===== config.mk =====
export PLATFORM = sky130hd
export DESIGN_NAME = fetch_queue
export DESIGN_NICKNAME = d
export VERILOG_FILES = /design/src/rtl/fetch_queue.sv
export SDC_FILE = /design/constraint.sdc
export NUM_CORES = 1
export LEC_CHECK = 0
export CELL_PAD_IN_SITES_DETAIL_PLACEMENT = 0
export CELL_PAD_IN_SITES_GLOBAL_PLACEMENT = 1
export CORE_ASPECT_RATIO = 2
export CORE_MARGIN = 10
export CORE_UTILIZATION = 46
export CTS_BUF_LIST = sky130_fd_sc_hd__clkbuf_16
export CTS_CLUSTER_SIZE = 8
export DETAILED_ROUTE_END_ITERATION = 10
export GPL_ROUTABILITY_DRIVEN = 0
export GPL_TIMING_DRIVEN = 1
export PLACE_DENSITY_LB_ADDON = 0.1
export REMOVE_ABC_BUFFERS = 1
export SYNTH_ARGS = -nofsm -noshare
export SYNTH_HDL_FRONTEND = slang
export SYNTH_SLANG_ARGS = --single-unit

===== constraint.sdc =====
create_clock -name clk -period 3.4 [get_ports clk]
set_input_delay 1.02 -clock clk [delete_from_list [all_inputs] [get_ports clk]]
set_output_delay 1.02 -clock clk [all_outputs]
set_load 0.01 [all_outputs]

===== src/rtl/fetch_queue.sv =====
// fetch_queue: valid/ready prefetch FIFO of {instr, pc} pairs with a sequential fetch PC and redirect flush.
// Define FETCH_QUEUE_BYPASS_EN for a zero-latency push->pop path when the queue is empty.
module fetch_queue #(
  parameter int unsigned     XLEN     = 32,
  parameter int unsigned     DEPTH    = 4,
  parameter logic [XLEN-1:0] PC_RESET = 32'h0
) (
  input  logic                       clk,
  input  logic                       nrst,
  input  logic                       flush,
  input  logic [XLEN-1:0]            flush_pc,
  output logic [XLEN-1:0]            fetch_pc,
  input  logic                       push_valid,
  output logic                       push_ready,
  input  logic [XLEN-1:0]            push_instr,
  output logic                       pop_valid,
  input  logic                       pop_ready,
  output logic [XLEN-1:0]            pop_instr,
  output logic [XLEN-1:0]            pop_pc,
  output logic [$clog2(DEPTH+1)-1:0] count
);

  localparam int unsigned   PW       = $clog2(DEPTH);
  localparam int unsigned   CW       = $clog2(DEPTH+1);
  localparam logic [CW-1:0] FULL_CNT = CW'(DEPTH);

  logic [XLEN-1:0] instr_mem_r [DEPTH];
  logic [XLEN-1:0] pc_mem_r    [DEPTH];
  logic [PW-1:0]   wptr_r;
  logic [PW-1:0]   rptr_r;
  logic [CW-1:0]   count_r;
  logic [XLEN-1:0] fetch_pc_r;

  logic push_acc_s;
  logic pop_acc_s;
  logic q_valid_s;
  logic bypass_s;
  logic bypass_take_s;
  logic wr_s;
  logic rd_s;
  logic unused_pc_lsb_s;

  assign unused_pc_lsb_s = ^flush_pc[1:0];
  assign fetch_pc        = fetch_pc_r;
  assign count           = count_r;

  // Handshake decode, bypass selection and head-entry output mux
  always_comb begin
    push_ready = (count_r != FULL_CNT);
    push_acc_s = push_valid && push_ready && !flush;
    q_valid_s  = (count_r != {CW{1'b0}}) && !flush;
`ifdef FETCH_QUEUE_BYPASS_EN
    bypass_s   = (count_r == {CW{1'b0}}) && push_valid && !flush;
`else
    bypass_s   = 1'b0;
`endif
    pop_valid     = q_valid_s || bypass_s;
    pop_acc_s     = pop_valid && pop_ready && !flush;
    // A consumed bypass word never touches storage or the pointers
    bypass_take_s = bypass_s && pop_ready;
    wr_s          = push_acc_s && !bypass_take_s;
    rd_s          = pop_acc_s && !bypass_take_s;
    if (bypass_s) begin
      pop_instr = push_instr;
      pop_pc    = fetch_pc_r;
    end else if (q_valid_s) begin
      pop_instr = instr_mem_r[rptr_r];
      pop_pc    = pc_mem_r[rptr_r];
    end else begin
      pop_instr = {XLEN{1'b0}};
      pop_pc    = {XLEN{1'b0}};
    end
  end

  // Pointers, occupancy and fetch PC; flush overrides any handshake
  always_ff @(posedge clk or negedge nrst) begin
    if (!nrst) begin
      wptr_r     <= {PW{1'b0}};
      rptr_r     <= {PW{1'b0}};
      count_r    <= {CW{1'b0}};
      fetch_pc_r <= PC_RESET;
    end else if (flush) begin
      wptr_r     <= {PW{1'b0}};
      rptr_r     <= {PW{1'b0}};
      count_r    <= {CW{1'b0}};
      fetch_pc_r <= {flush_pc[XLEN-1:2], 2'b00};
    end else begin
      if (wr_s) begin
        wptr_r <= wptr_r + PW'(1'b1);
      end
      if (rd_s) begin
        rptr_r <= rptr_r + PW'(1'b1);
      end
      if (push_acc_s) begin
        fetch_pc_r <= fetch_pc_r + XLEN'(3'd4);
      end
      case ({wr_s, rd_s})
        2'b10:   count_r <= count_r + CW'(1'b1);
        2'b01:   count_r <= count_r - CW'(1'b1);
        default: count_r <= count_r;
      endcase
    end
  end

  // Entry storage; contents survive flush and reset, validity comes from count
  always_ff @(posedge clk) begin
    if (wr_s) begin
      instr_mem_r[wptr_r] <= push_instr;
      pc_mem_r[wptr_r]    <= fetch_pc_r;
    end
  end

endmodule


==> results of run 1 <==
-- per-layer routing --
| metal | part of all wire | wire, µm |
|---|---|---|
| met2 | 0.54 | 15320 |
| met5 | 0 | 0 |
| met1 | 0.38 | 10770 |
| met3 | 0.053 | 1499 |
| met4 | 0.025 | 697 |
-- state kept, by name, summed over array words and instances, names as in the netlist --
| name | count |
|---|---|
| rptr_r | 2 |
| count | 3 |
| instr_mem_r | 128 |
| pc_mem_r | 120 |
| fetch_pc | 30 |
| wptr_r | 2 |
-- worst max-delay path, cell delays in order (launching register included) --
cell	delay, ns
sky130_fd_sc_hd__dfrtp_4	0.43
sky130_fd_sc_hd__buf_4	0.14
sky130_fd_sc_hd__buf_12	0.17
sky130_fd_sc_hd__mux4_2	0.53
sky130_fd_sc_hd__and2_1	0.17
sky130_fd_sc_hd__dlygate4sd2_1	0.28
-- placed cells by master (no fill, tap or decap), types with 5 or more instances in the layout --
master and n:
sky130_fd_sc_hd__edfxtp_1 248, sky130_fd_sc_hd__clkdlybuf4s50_1 99, sky130_fd_sc_hd__and2_1 64, sky130_fd_sc_hd__mux4_2 62
sky130_fd_sc_hd__dlygate4sd2_1 61, sky130_fd_sc_hd__clkbuf_16 41, sky130_fd_sc_hd__nand2_1 35, sky130_fd_sc_hd__dfrtp_1 35
sky130_fd_sc_hd__buf_4 30, sky130_fd_sc_hd__nand3_1 24, sky130_fd_sc_hd__inv_1 21, sky130_fd_sc_hd__nor2_1 19
sky130_fd_sc_hd__nand4_1 18, sky130_fd_sc_hd__nor3_1 12, sky130_fd_sc_hd__o21ai_0 12, sky130_fd_sc_hd__buf_12 12
sky130_fd_sc_hd__nor2b_1 11, sky130_fd_sc_hd__o31ai_1 10, sky130_fd_sc_hd__a22oi_1 8, sky130_fd_sc_hd__xnor2_1 7
sky130_fd_sc_hd__nor4_1 5, sky130_fd_sc_hd__a31oi_1 5, sky130_fd_sc_hd__o311ai_0 5, sky130_fd_sc_hd__ha_1 5
-- power by group --
group,internal [mW],leakage (nW),switching (mW)
clock,2.13,0.587,1.37
sequential,4.03,2.69,0.169
combinational,0.899,2.17,0.773
-- final cells by class --
| type | instances | area share |
|---|---|---|
| Sequential cell | 285 | 0.5490 |
| Timing Repair Buffer | 208 | 0.1352 |
| Multi-Input combinational cell | 353 | 0.2136 |
| Clock buffer | 41 | 0.06721 |
| Clock inverter | 16 | 0.004672 |
| Tap cell | 340 | 0.02787 |
| Inverter | 10 | 0.002459 |
-- metrics by stage --
stage | hold slack, ns | cells | utilization | power [mW]
CTS | 0.5940 | 1253 | 0.5974 | 9.507
global placement | 0.5560 | 1190 | 0.5546 | 5.980
global route | 0.6297 | 1253 | 0.5975 | 9.770
floorplan | 0.5364 | 648 | - | 5.109
finish | 0.5917 | 1253 | 0.5975 | 9.380
detailed placement | 0.5935 | 1190 | 0.5546 | 6.024
-- how the worst max path moves through the flow --
stage | startpoint | to | slack [ns] | depth (start not counted)
after floorplan | rptr_r[0] | pop_instr[0] | -0.99 | 2
after global placement | flush | pop_pc[23] | 0.03 | 5
after detailed placement | flush | pop_pc[18] | 0.04 | 5
after CTS | rptr_r[0] | pop_instr[13] | 0.003 | 5
after global routing | rptr_r[0] | pop_instr[4] | 0.04 | 5
final | rptr_r[0] | pop_pc[8] | 0.12 | 5
-- repair_timing --
action,CTS,global route
gates cloned,0,0
resized for setup,65,1
endpoints found under the setup margin,60,1
buffers inserted,6,0
-- kinds of logic (layout without fill, tap and decap cells) --
logic type | after synthesis | after routing | synth area share
flip-flops | 285 | 285 | 0.7080
multiplexers | 68 | 68 | 0.1236
buffers and inverters | 50 | 275 | 0.01873
AND/OR/NAND/NOR | 215 | 215 | 0.1039
adder cells (fa/ha/maj) | 6 | 6 | 0.006983
XOR/XNOR | 10 | 10 | 0.007406
AO/OA/AOI/OAI | 50 | 50 | 0.03110
other | 1 | 4 | 0.0003171
==> summary.md, run 1 <==
| Metric | Value |
|---|---|
| Setup repair after global routing missed its margin | `false` |
| Clk root buf | `sky130_fd_sc_hd__clkbuf_16` |
| Share of post-route cells with drive strength above 1 | `0.1906` |
| Pin count of the biggest net entering global routing | `73` |
| Synth async-reset ratio | `0.1298` |
| Maximum count of clock buffers along a single path | `3` |
| Post-route cell area | `15260 µm²` |
| Yosys warning count | `0` |
| Final number of setup-violating endpoints | `0` |
| CTS H-tree lvls | `2` |
| Num CTS Buffers | `between 40 and 50` |
| Period minus WS final | `3.277 ns` |
| Die footprint | `between 30000 and 40000 µm²` |
| Clock Sinks | `around 290` |
| Wirelength, routed | `approximately 28 mm` |
| Critical Path AT | `2.26 ns` |
| Synth top area share | `0.6297` |
| All-Layer GR Usage | `0.1729` |
| Synth top area cells | `sky130_fd_sc_hd__edfxtp_1, sky130_fd_sc_hd__mux4_2, sky130_fd_sc_hd__dfrtp_1` |
| Final #Nets | `around 970` |
| Worst setup path class | `reg -> out` |
| Hold/Removal Path Class | `reg -> reg` |
| Max rail drop VDD | `about 0.37 mV` |
| Worst-Skew Late Latency | `roughly 0.52 ns` |
| Hold Path Cell Cnt | `2` |
| Synth unique cells | `between 50 and 60` |
| Number of antenna violations at the first check in global routing | `0` |
| Setup crit end kind | `primary output` |
| Via count of the routed design | `6884` |
| Relative area change from synthesis to final layout | `29.07%` |
| Cell area after technology mapping | `between 10000 and 15000 µm²` |
| Die W | `133.4 µm` |
| Wire length of the first global-routing pass | `between 40 and 50 mm` |
| Total area of sequential cells | `between 8000 and 9000 µm²` |
| Sequential-to-total area share from yosys stat | `0.7080` |
| Required time reported for the critical path endpoint | `around 2.4 ns` |
| Setup clock skew after layout | `around 0.011 ns` |
| Placed cell area | `approximately 14000 µm²` |
| Final routed wire length divided by cell count | `22.58 µm` |
| Site Rows | `slightly above 80` |
| Max_cap viols | `0` |
| Setup tns final | `0 ns` |
| Die Ht | `~250 µm` |
| Core Area | `around 26000 µm²` |
| Synthesized area divided by synthesized cell count | `between 15 and 20 µm²` |
| Fin worst setup slack | `between 0.1 and 0.15 ns` |
| Port Buffers | `about 160` |
| CTS tree | `built` |
| Synth cell count leaders | `sky130_fd_sc_hd__edfxtp_1, sky130_fd_sc_hd__and2_1, sky130_fd_sc_hd__mux4_2, sky130_fd_sc_hd__dfrtp_1, sky130_fd_sc_hd__nand2_1` |
| Initial core utilization | `0.4629` |
| Category of the worst setup path launch point | `register` |
| Met2 usage in global routing | `0.3100` |
| Global-route layer with the greatest usage | `met2` |
| Register bit count reported by yosys | `between 200 and 300` |
| Area of the multi-input gates | `~3300 µm²` |
| Result of the run | `completed` |
| Final HPWL from detailed placement | `roughly 19 mm` |
| Slew Viols, Final | `0` |
| Total grt overflow | `0` |
| Drt initial violations | `474` |
| Power per Cell Area | `just over 600 nW/µm²` |
| Worst hold path endpoint | `wptr_r[1]` |
| Final hold viol count | `0` |
| Final worst path period share | `0.9639` |
| Clock slew at the register clock pins of the worst setup and hold paths | `roughly 0.050 ns` |
| Top achievable clock speed | `a little over 300 MHz` |
| Top flip-flop cell by instance count after synthesis | `sky130_fd_sc_hd__edfxtp_1` |
| Vias in the first global route | `roughly 7600` |
| Peak fanout along the critical path | `15` |
| Normalized max-slew margin | `0.4327` |
| Met3 Resource Use GR | `0.03374` |
| Filler cell count | `approximately 2000` |
| Post-Place Worst Slack | `between 0.04 and 0.05 ns` |
| Number of cell instances on the worst register-to-register path | `4` |
| Number of enable-type register cells in the synthesized netlist | `around 250` |
| Inserted Diodes | `0` |
| Met1 usage | `0.2000` |
| DRC viols | `0` |
| Synthesized netlist cell count | `between 600 and 700` |
| Number of ports placed on the die boundary | `170` |
| Reg-to-reg setup timing slack | `~1.1 ns` |
| Worst Hold Launch | `wptr_r[1]` |
| Hold-fix buffers at CTS | `0` |
| Critical R2R Launch | `fetch_pc[4]` |
| Antenna viol nets, final | `0` |
| Leak pwr | `roughly 5.4 nW` |
| Cell taking the most area after synthesis | `sky130_fd_sc_hd__edfxtp_1` |
| Pin slew with the least headroom to its limit | `roughly 0.85 ns` |
| Worst flop-to-flop path endpoint | `fetch_pc[16]` |
| Number of iterations in the first detailed-routing pass | `5` |
| Ratio of routed vias to standard cells | `~5.5` |
| Most numerous cell in the Yosys netlist | `sky130_fd_sc_hd__edfxtp_1` |
Note: power is estimated with default switching activity, not from simulation.
==> inputs of run 2 (changes only) <==
--- a/config.mk
+++ b/config.mk
@@ -9,7 +9,7 @@
 export CELL_PAD_IN_SITES_GLOBAL_PLACEMENT = 1
 export CORE_ASPECT_RATIO = 2
 export CORE_MARGIN = 10
-export CORE_UTILIZATION = 46
+export CORE_UTILIZATION = 50
 export CTS_BUF_LIST = sky130_fd_sc_hd__clkbuf_16
 export CTS_CLUSTER_SIZE = 8
 export DETAILED_ROUTE_END_ITERATION = 10
==> constraint.sdc (replaced) <==
create_clock -name clk -period 4.25 [get_ports clk]
set_input_delay 1.275 -clock clk [delete_from_list [all_inputs] [get_ports clk]]
set_output_delay 1.275 -clock clk [all_outputs]
set_load 0.01 [all_outputs]
==> run 2 against run 1 <==
Against the previous run:
- global-route usage rose by 1.1 points
- non-clock buffer count fell by 23
- sequential share of layout area is 0.79 points higher
- core utilization grew 4.8 points
- combinational power shrank 23%
- power down 20%
- largest cell class unchanged
- largest power group unchanged
==> summary.md, run 2 (synthesis gave the netlist of run 1 again) <==
| Metric | Value |
|---|---|
| Post-route total power | `between 7 and 8 mW` |
| Filler cell count | `1686` |
| Num CTS Buffers | `roughly 40` |
| Antenna viol nets, final | `0` |
| Critical R2R Launch | `count[1]` |
| Setup repair after global routing missed its margin | `false` |
| Most flops, register | `instr_mem_r` |
| Die footprint | `a little over 30000 µm²` |
| Number of iterations in the first detailed-routing pass | `5` |
| Setup crit end kind | `primary output` |
| Met1 usage | `0.2082` |
| Number of ports placed on the die boundary | `170` |
| Max_cap viols | `0` |
| Internal power | `5.719 mW` |
| Clock slew at the register clock pins of the worst setup and hold paths | `~0.050 ns` |
| Category of the worst setup path launch point | `register` |
| Worst setup path class | `reg -> out` |
| Post-route cell area | `15050 µm²` |
| Clock Sinks | `285` |
| Required time reported for the critical path endpoint | `2.97 ns` |
| Final number of setup-violating endpoints | `0` |
| Final routed wire length divided by cell count | `~24 µm` |
| Switching power summed over all nets | `about 1.8 mW` |
| Worst-Skew Late Latency | `slightly above 0.5 ns` |
| Most frequent standard cell in the layout excluding fill and tap cells | `sky130_fd_sc_hd__edfxtp_1` |
| Drt initial violations | `442` |
| Clock power share | `0.380` |
| Slew Viols, Final | `0` |
| Pin count of the biggest net entering global routing | `73` |
| Placed cell area | `~14000 µm²` |
| Critical Path AT | `2.68 ns` |
| CTS-repair resized insts | `0` |
| Met2 usage in global routing | `0.3274` |
| Area of the multi-input gates | `approximately 3300 µm²` |
| Ratio of routed vias to standard cells | `roughly 5.9` |
| Via count of the routed design | `slightly below 7000` |
| Reg-to-reg setup timing slack | `1.56 ns` |
| Met3 Resource Use GR | `0.03723` |
| Final hold viol count | `0` |
| Final worst path period share | `0.9296` |
| Normalized max-slew margin | `0.3774` |
| Die Ht | `about 240 µm` |
| Global-route layer with the greatest usage | `met2` |
| Port Buffers | `approximately 160` |
| Max FFs per register | `128` |
| Die W | `128.8 µm` |
| Share of post-route cells with drive strength above 1 | `0.1704` |
| Relative area change from synthesis to final layout | `27.25%` |
| Pin slew with the least headroom to its limit | `~0.93 ns` |
| Number of antenna violations at the first check in global routing | `0` |
| Number of cell instances on the worst register-to-register path | `7` |
| DRC viols | `0` |
| Hold Path Cell Cnt | `2` |
| Portion of total power attributed to sequential cells | `0.449` |
| Vias in the first global route | `7595` |
| Initial core utilization | `0.5070` |
| Maximum count of clock buffers along a single path | `3` |
| Final HPWL from detailed placement | `around 18 mm` |
| Hold/Removal Path Class | `reg -> reg` |
| Switching portion of total power | `0.2411` |
| Core Area | `between 20000 and 25000 µm²` |
| Final #Nets | `~950` |
| All-Layer GR Usage | `0.1838` |
| Site Rows | `between 70 and 80` |
| CTS H-tree lvls | `2` |
| Top achievable clock speed | `about 250 MHz` |
| Power per Cell Area | `between 500 and 600 nW/µm²` |
| Worst flop-to-flop path endpoint | `count[2]` |
| Leading cell types in the layout, fill and taps excluded | `sky130_fd_sc_hd__edfxtp_1, sky130_fd_sc_hd__clkdlybuf4s50_1, sky130_fd_sc_hd__and2_1` |
| Total area of sequential cells | `8381 µm²` |
| Portion of total power attributed to combinational logic | `0.172` |
| Period minus WS final | `just under 4 ns` |
| Hold-fix buffers at CTS | `0` |
| Total grt overflow | `0` |
| Setup clock skew after layout | `roughly 0.016 ns` |
| Inserted Diodes | `0` |
| Post-CTS Setup Inserts | `0` |
| Max rail drop VDD | `~0.33 mV` |
| Wire length of the first global-routing pass | `between 40 and 50 mm` |
| Result of the run | `completed` |
| Worst hold path endpoint | `wptr_r[1]` |
| CTS tree | `built` |
| Worst Hold Launch | `wptr_r[1]` |
| Leak pwr | `roughly 5.1 nW` |
| Clk root buf | `sky130_fd_sc_hd__clkbuf_16` |
| Peak fanout along the critical path | `15` |
| Wirelength, routed | `~28 mm` |
## run 2: stage by stage
stage               TNS [ns]    util  hold WS, ns  instances  worst slack [ns]
finish                     0  0.6451       0.5891       1175            0.2993
global route               0  0.6451       0.6127       1175            0.1843
CTS                        0  0.6451       0.5923       1175            0.2223
detailed placement         0  0.5962       0.5857       1116            0.3572
global placement           0  0.5962       0.5550       1116            0.3588
floorplan             -24.55       -       0.5364        648           -0.3960
## run 2: how the worst max path moves through the flow
stage	startpoint	endpoint
after floorplan	rptr_r[0]	pop_instr[0]
after global placement	flush	pop_pc[6]
after detailed placement	flush	pop_instr[12]
after CTS	rptr_r[0]	pop_instr[29]
after global routing	rptr_r[0]	pop_instr[29]
final	rptr_r[0]	pop_instr[29]
## run 2: power groups by stage
| stage | Sequential (mW) | Combinational (mW) | Clock [mW] |
|---|---|---|---|
| floorplan | 3.47 | 0.621 | 0 |
| finish | 3.38 | 1.29 | 2.86 |
| global placement | 3.41 | 1.30 | 0 |
| detailed placement | 3.43 | 1.32 | 0 |
| global route | 3.40 | 1.40 | 3.04 |
| CTS | 3.38 | 1.33 | 2.93 |
## run 2: routing by layer
metal	vias to the layer above	share of wire
met5	-	0
met4	0	0.031
met3	59	0.051
met2	206	0.55
met1	3551	0.37
li1	3076	-
## run 2: layout make-up
class | instances | area share
inverters | 10 | 0.002494
well taps | 283 | 0.02353
clock inverters | 16 | 0.004406
flip-flops and latches | 285 | 0.5569
multi-input cells | 353 | 0.2167
clock buffers | 43 | 0.07150
repair buffers | 185 | 0.1245
## run 2: worst max-delay path, stage by stage (launching register included)
cell                              delay (ns)
sky130_fd_sc_hd__dfrtp_4                0.58
sky130_fd_sc_hd__buf_4                  0.37
sky130_fd_sc_hd__mux4_2                 0.56
sky130_fd_sc_hd__and2_1                 0.17
sky130_fd_sc_hd__clkdlybuf4s50_1        0.48
==> inputs of run 3 (changes only) <==
--- a/config.mk
+++ b/config.mk
@@ -5,16 +5,16 @@
 export SDC_FILE = /design/constraint.sdc
 export NUM_CORES = 1
 export LEC_CHECK = 0
+export CAP_MARGIN = 40
 export CELL_PAD_IN_SITES_DETAIL_PLACEMENT = 0
 export CELL_PAD_IN_SITES_GLOBAL_PLACEMENT = 1
 export CORE_ASPECT_RATIO = 2
-export CORE_MARGIN = 10
 export CORE_UTILIZATION = 50
 export CTS_BUF_LIST = sky130_fd_sc_hd__clkbuf_16
 export CTS_CLUSTER_SIZE = 8
 export DETAILED_ROUTE_END_ITERATION = 10
 export GPL_ROUTABILITY_DRIVEN = 0
-export GPL_TIMING_DRIVEN = 1
+export GPL_TIMING_DRIVEN = 0
 export PLACE_DENSITY_LB_ADDON = 0.1
 export REMOVE_ABC_BUFFERS = 1
 export SYNTH_ARGS = -nofsm -noshare
==> run 3 against run 2 <==
Against the previous run:
- routed wire length fell by 5.4%
- critical endpoint is now pop_instr[13]
- worst setup slack got worse by 0.23 ns
- die area shrank 21%
- flip-flop and latch count is the same
==> summary.md, run 3 (synthesis gave the netlist of run 1 again) <==
| Metric | Value |
|---|---|
| Result of the run | `completed` |
| Normalized max-slew margin | `0.4287` |
| Clock slew at the register clock pins of the worst setup and hold paths | `around 0.05 ns` |
| Die Ht | `about 220 µm` |
| Top achievable clock speed | `239.1 MHz` |
| Required time reported for the critical path endpoint | `about 3 ns` |
| Cell type of the slowest stage on the worst timing path | `sky130_fd_sc_hd__clkdlybuf4s50_1` |
| Share of post-route cells with drive strength above 1 | `0.1637` |
| Number of antenna violations at the first check in global routing | `0` |
| Internal power | `5.772 mW` |
| Relative area change from synthesis to final layout | `28.04%` |
| Die footprint | `24310 µm²` |
| Leak pwr | `around 5 nW` |
| Placed Instances | `around 1100` |
| Worst setup path class | `in -> out` |
| Critical Path AT | `2.91 ns` |
| Portion of total power attributed to sequential cells | `0.445` |
| Pin count of the biggest net entering global routing | `53` |
| Antenna viol nets, final | `0` |
| Via count of the routed design | `6884` |
| Num CTS Buffers | `just over 40` |
| Crit-path cells | `buf_6 > buf_12 > nor2_4 > buf_4 > bufbuf_16 > and2_1 > clkdlybuf4s50_1` |
| Clock power share | `0.379` |
| Placed cell area | `13920 µm²` |
| Max rail drop VDD | `between 0.3 and 0.4 mV` |
| Period minus WS final | `~4.2 ns` |
| Slew Viols, Final | `0` |
| Setup crit end kind | `primary output` |
| Max FFs per register | `roughly 130` |
| Post-route cell area | `15140 µm²` |
| Portion of total power attributed to combinational logic | `0.176` |
| Ratio of routed vias to standard cells | `5.889` |
| Hold/Removal Path Class | `reg -> reg` |
| Clk root buf | `sky130_fd_sc_hd__clkbuf_16` |
| Initial core utilization | `0.5091` |
| Site Rows | `79` |
| Switching portion of total power | `0.2416` |
| DRC viols | `0` |
| Vias in the first global route | `7428` |
| Power per Cell Area | `502.7 nW/µm²` |
| Total grt overflow | `0` |
| Max_cap viols | `0` |
| Worst-Skew Late Latency | `0.52 ns` |
| Pin slew with the least headroom to its limit | `approximately 0.85 ns` |
| Die W | `around 110 µm` |
| Filler cell count | `~1700` |
| Drt initial violations | `between 500 and 600` |
| Final routed wire length divided by cell count | `about 22 µm` |
| Peak fanout along the critical path | `approximately 40` |
| Inserted Diodes | `0` |
| Total area of sequential cells | `8381 µm²` |
| Maximum count of clock buffers along a single path | `3` |
| Wirelength, routed | `26.28 mm` |
| Final number of setup-violating endpoints | `0` |
| CTS tree | `built` |
| CTS H-tree lvls | `2` |
| Area of the multi-input gates | `3261 µm²` |
| Switching power summed over all nets | `~1.8 mW` |
| Most frequent standard cell in the layout excluding fill and tap cells | `sky130_fd_sc_hd__edfxtp_1` |
| Number of iterations in the first detailed-routing pass | `4` |
| Final HPWL from detailed placement | `~16 mm` |
| Clock Sinks | `around 290` |
| Final hold viol count | `0` |
| All-Layer GR Usage | `0.2213` |
| Final design utilization | `0.6519` |
| Setup repair after global routing missed its margin | `true` |
| Final worst path period share | `0.9840` |
| Number of ports placed on the die boundary | `between 150 and 200` |
| Max incr delay on CP | `around 0.48 ns` |
| Post-layout instance count excluding filler cells | `approximately 1200` |
| Leading cell types in the layout, fill and taps excluded | `sky130_fd_sc_hd__edfxtp_1, sky130_fd_sc_hd__clkdlybuf4s50_1, sky130_fd_sc_hd__and2_1` |
| Setup clock skew after layout | `0.01348 ns` |
| Final #Nets | `944` |
| Core Area | `23230 µm²` |
| Most flops, register | `instr_mem_r` |
| Category of the worst setup path launch point | `input port` |
| Worst hold slack after final layout | `roughly 0.6 ns` |
| Port Buffers | `about 160` |
| Wire length of the first global-routing pass | `41.01 mm` |
[run 3: power by group through the flow]
stage | Combinational [mW] | Sequential [mW] | Clock (mW)
floorplan | 0.621 | 3.47 | 0
global placement | 1.18 | 3.52 | 0
detailed placement | 1.29 | 3.45 | 0
CTS | 1.37 | 3.39 | 2.94
global route | 1.44 | 3.41 | 3.06
finish | 1.34 | 3.39 | 2.88
[run 3: worst max-delay path: cells and delay by family]
kind	cells	cell delay, ns
buffers and inverters	5	1.41
and+or+nand+nor	2	0.20
[run 3: metrics by stage]
step                power, mW  setup TNS [ns]  worst slack, ns
finish                  7.611               0          0.06820
global route            7.910       -0.003545        -0.001869
CTS                     7.702               0          0.07582
detailed placement      4.749          -5.058          -0.2100
global placement        4.699         -867.01           -4.636
floorplan               4.087          -24.55          -0.3960
[run 3: cell type report]
cell class / count / area share
Inverter: 10 / 0.002479
Sequential cell: 285 / 0.5535
Clock buffer: 43 / 0.07106
Multi-Input combinational cell: 353 / 0.2153
Clock inverter: 17 / 0.004627
Tap cell: 283 / 0.02338
Timing Repair Buffer: 178 / 0.1296
[run 3: final timing paths]
check | start | end | slack (ns) | cells after the start
hold reg to reg | wptr_r[1] | wptr_r[1] | 0.59 | 2
setup / recovery | flush | pop_instr[13] | 0.07 | 7
max in group asynchronous | nrst | rptr_r[0] | 3.10 | 2
min in group asynchronous | nrst | fetch_pc[27] | 0.65 | 1
setup reg to reg | count[0] | count[2] | 1.56 | 7
hold / removal | wptr_r[1] | wptr_r[1] | 0.59 | 2
[run 3: repair_timing]
action                                  CTS  global route
buffers inserted                          2             0
hold endpoints to repair                  0             0
resized for setup                         2             0
endpoints found under the setup margin   39             2
pin swaps                                 1             0
cloned                                    1             0
hold buffers                              0             0
[run 3: per-layer routing]
metal  vias to the layer above  track usage  wire length (µm)  share of wire
met5                         -            0                 0              0
met4                         0      0.09956               826          0.031
met3                        56      0.03163              1183          0.045
met2                       232       0.4031             14360           0.55
met1                      3526       0.2583              9904           0.38
li1                       3070            -                 -              -
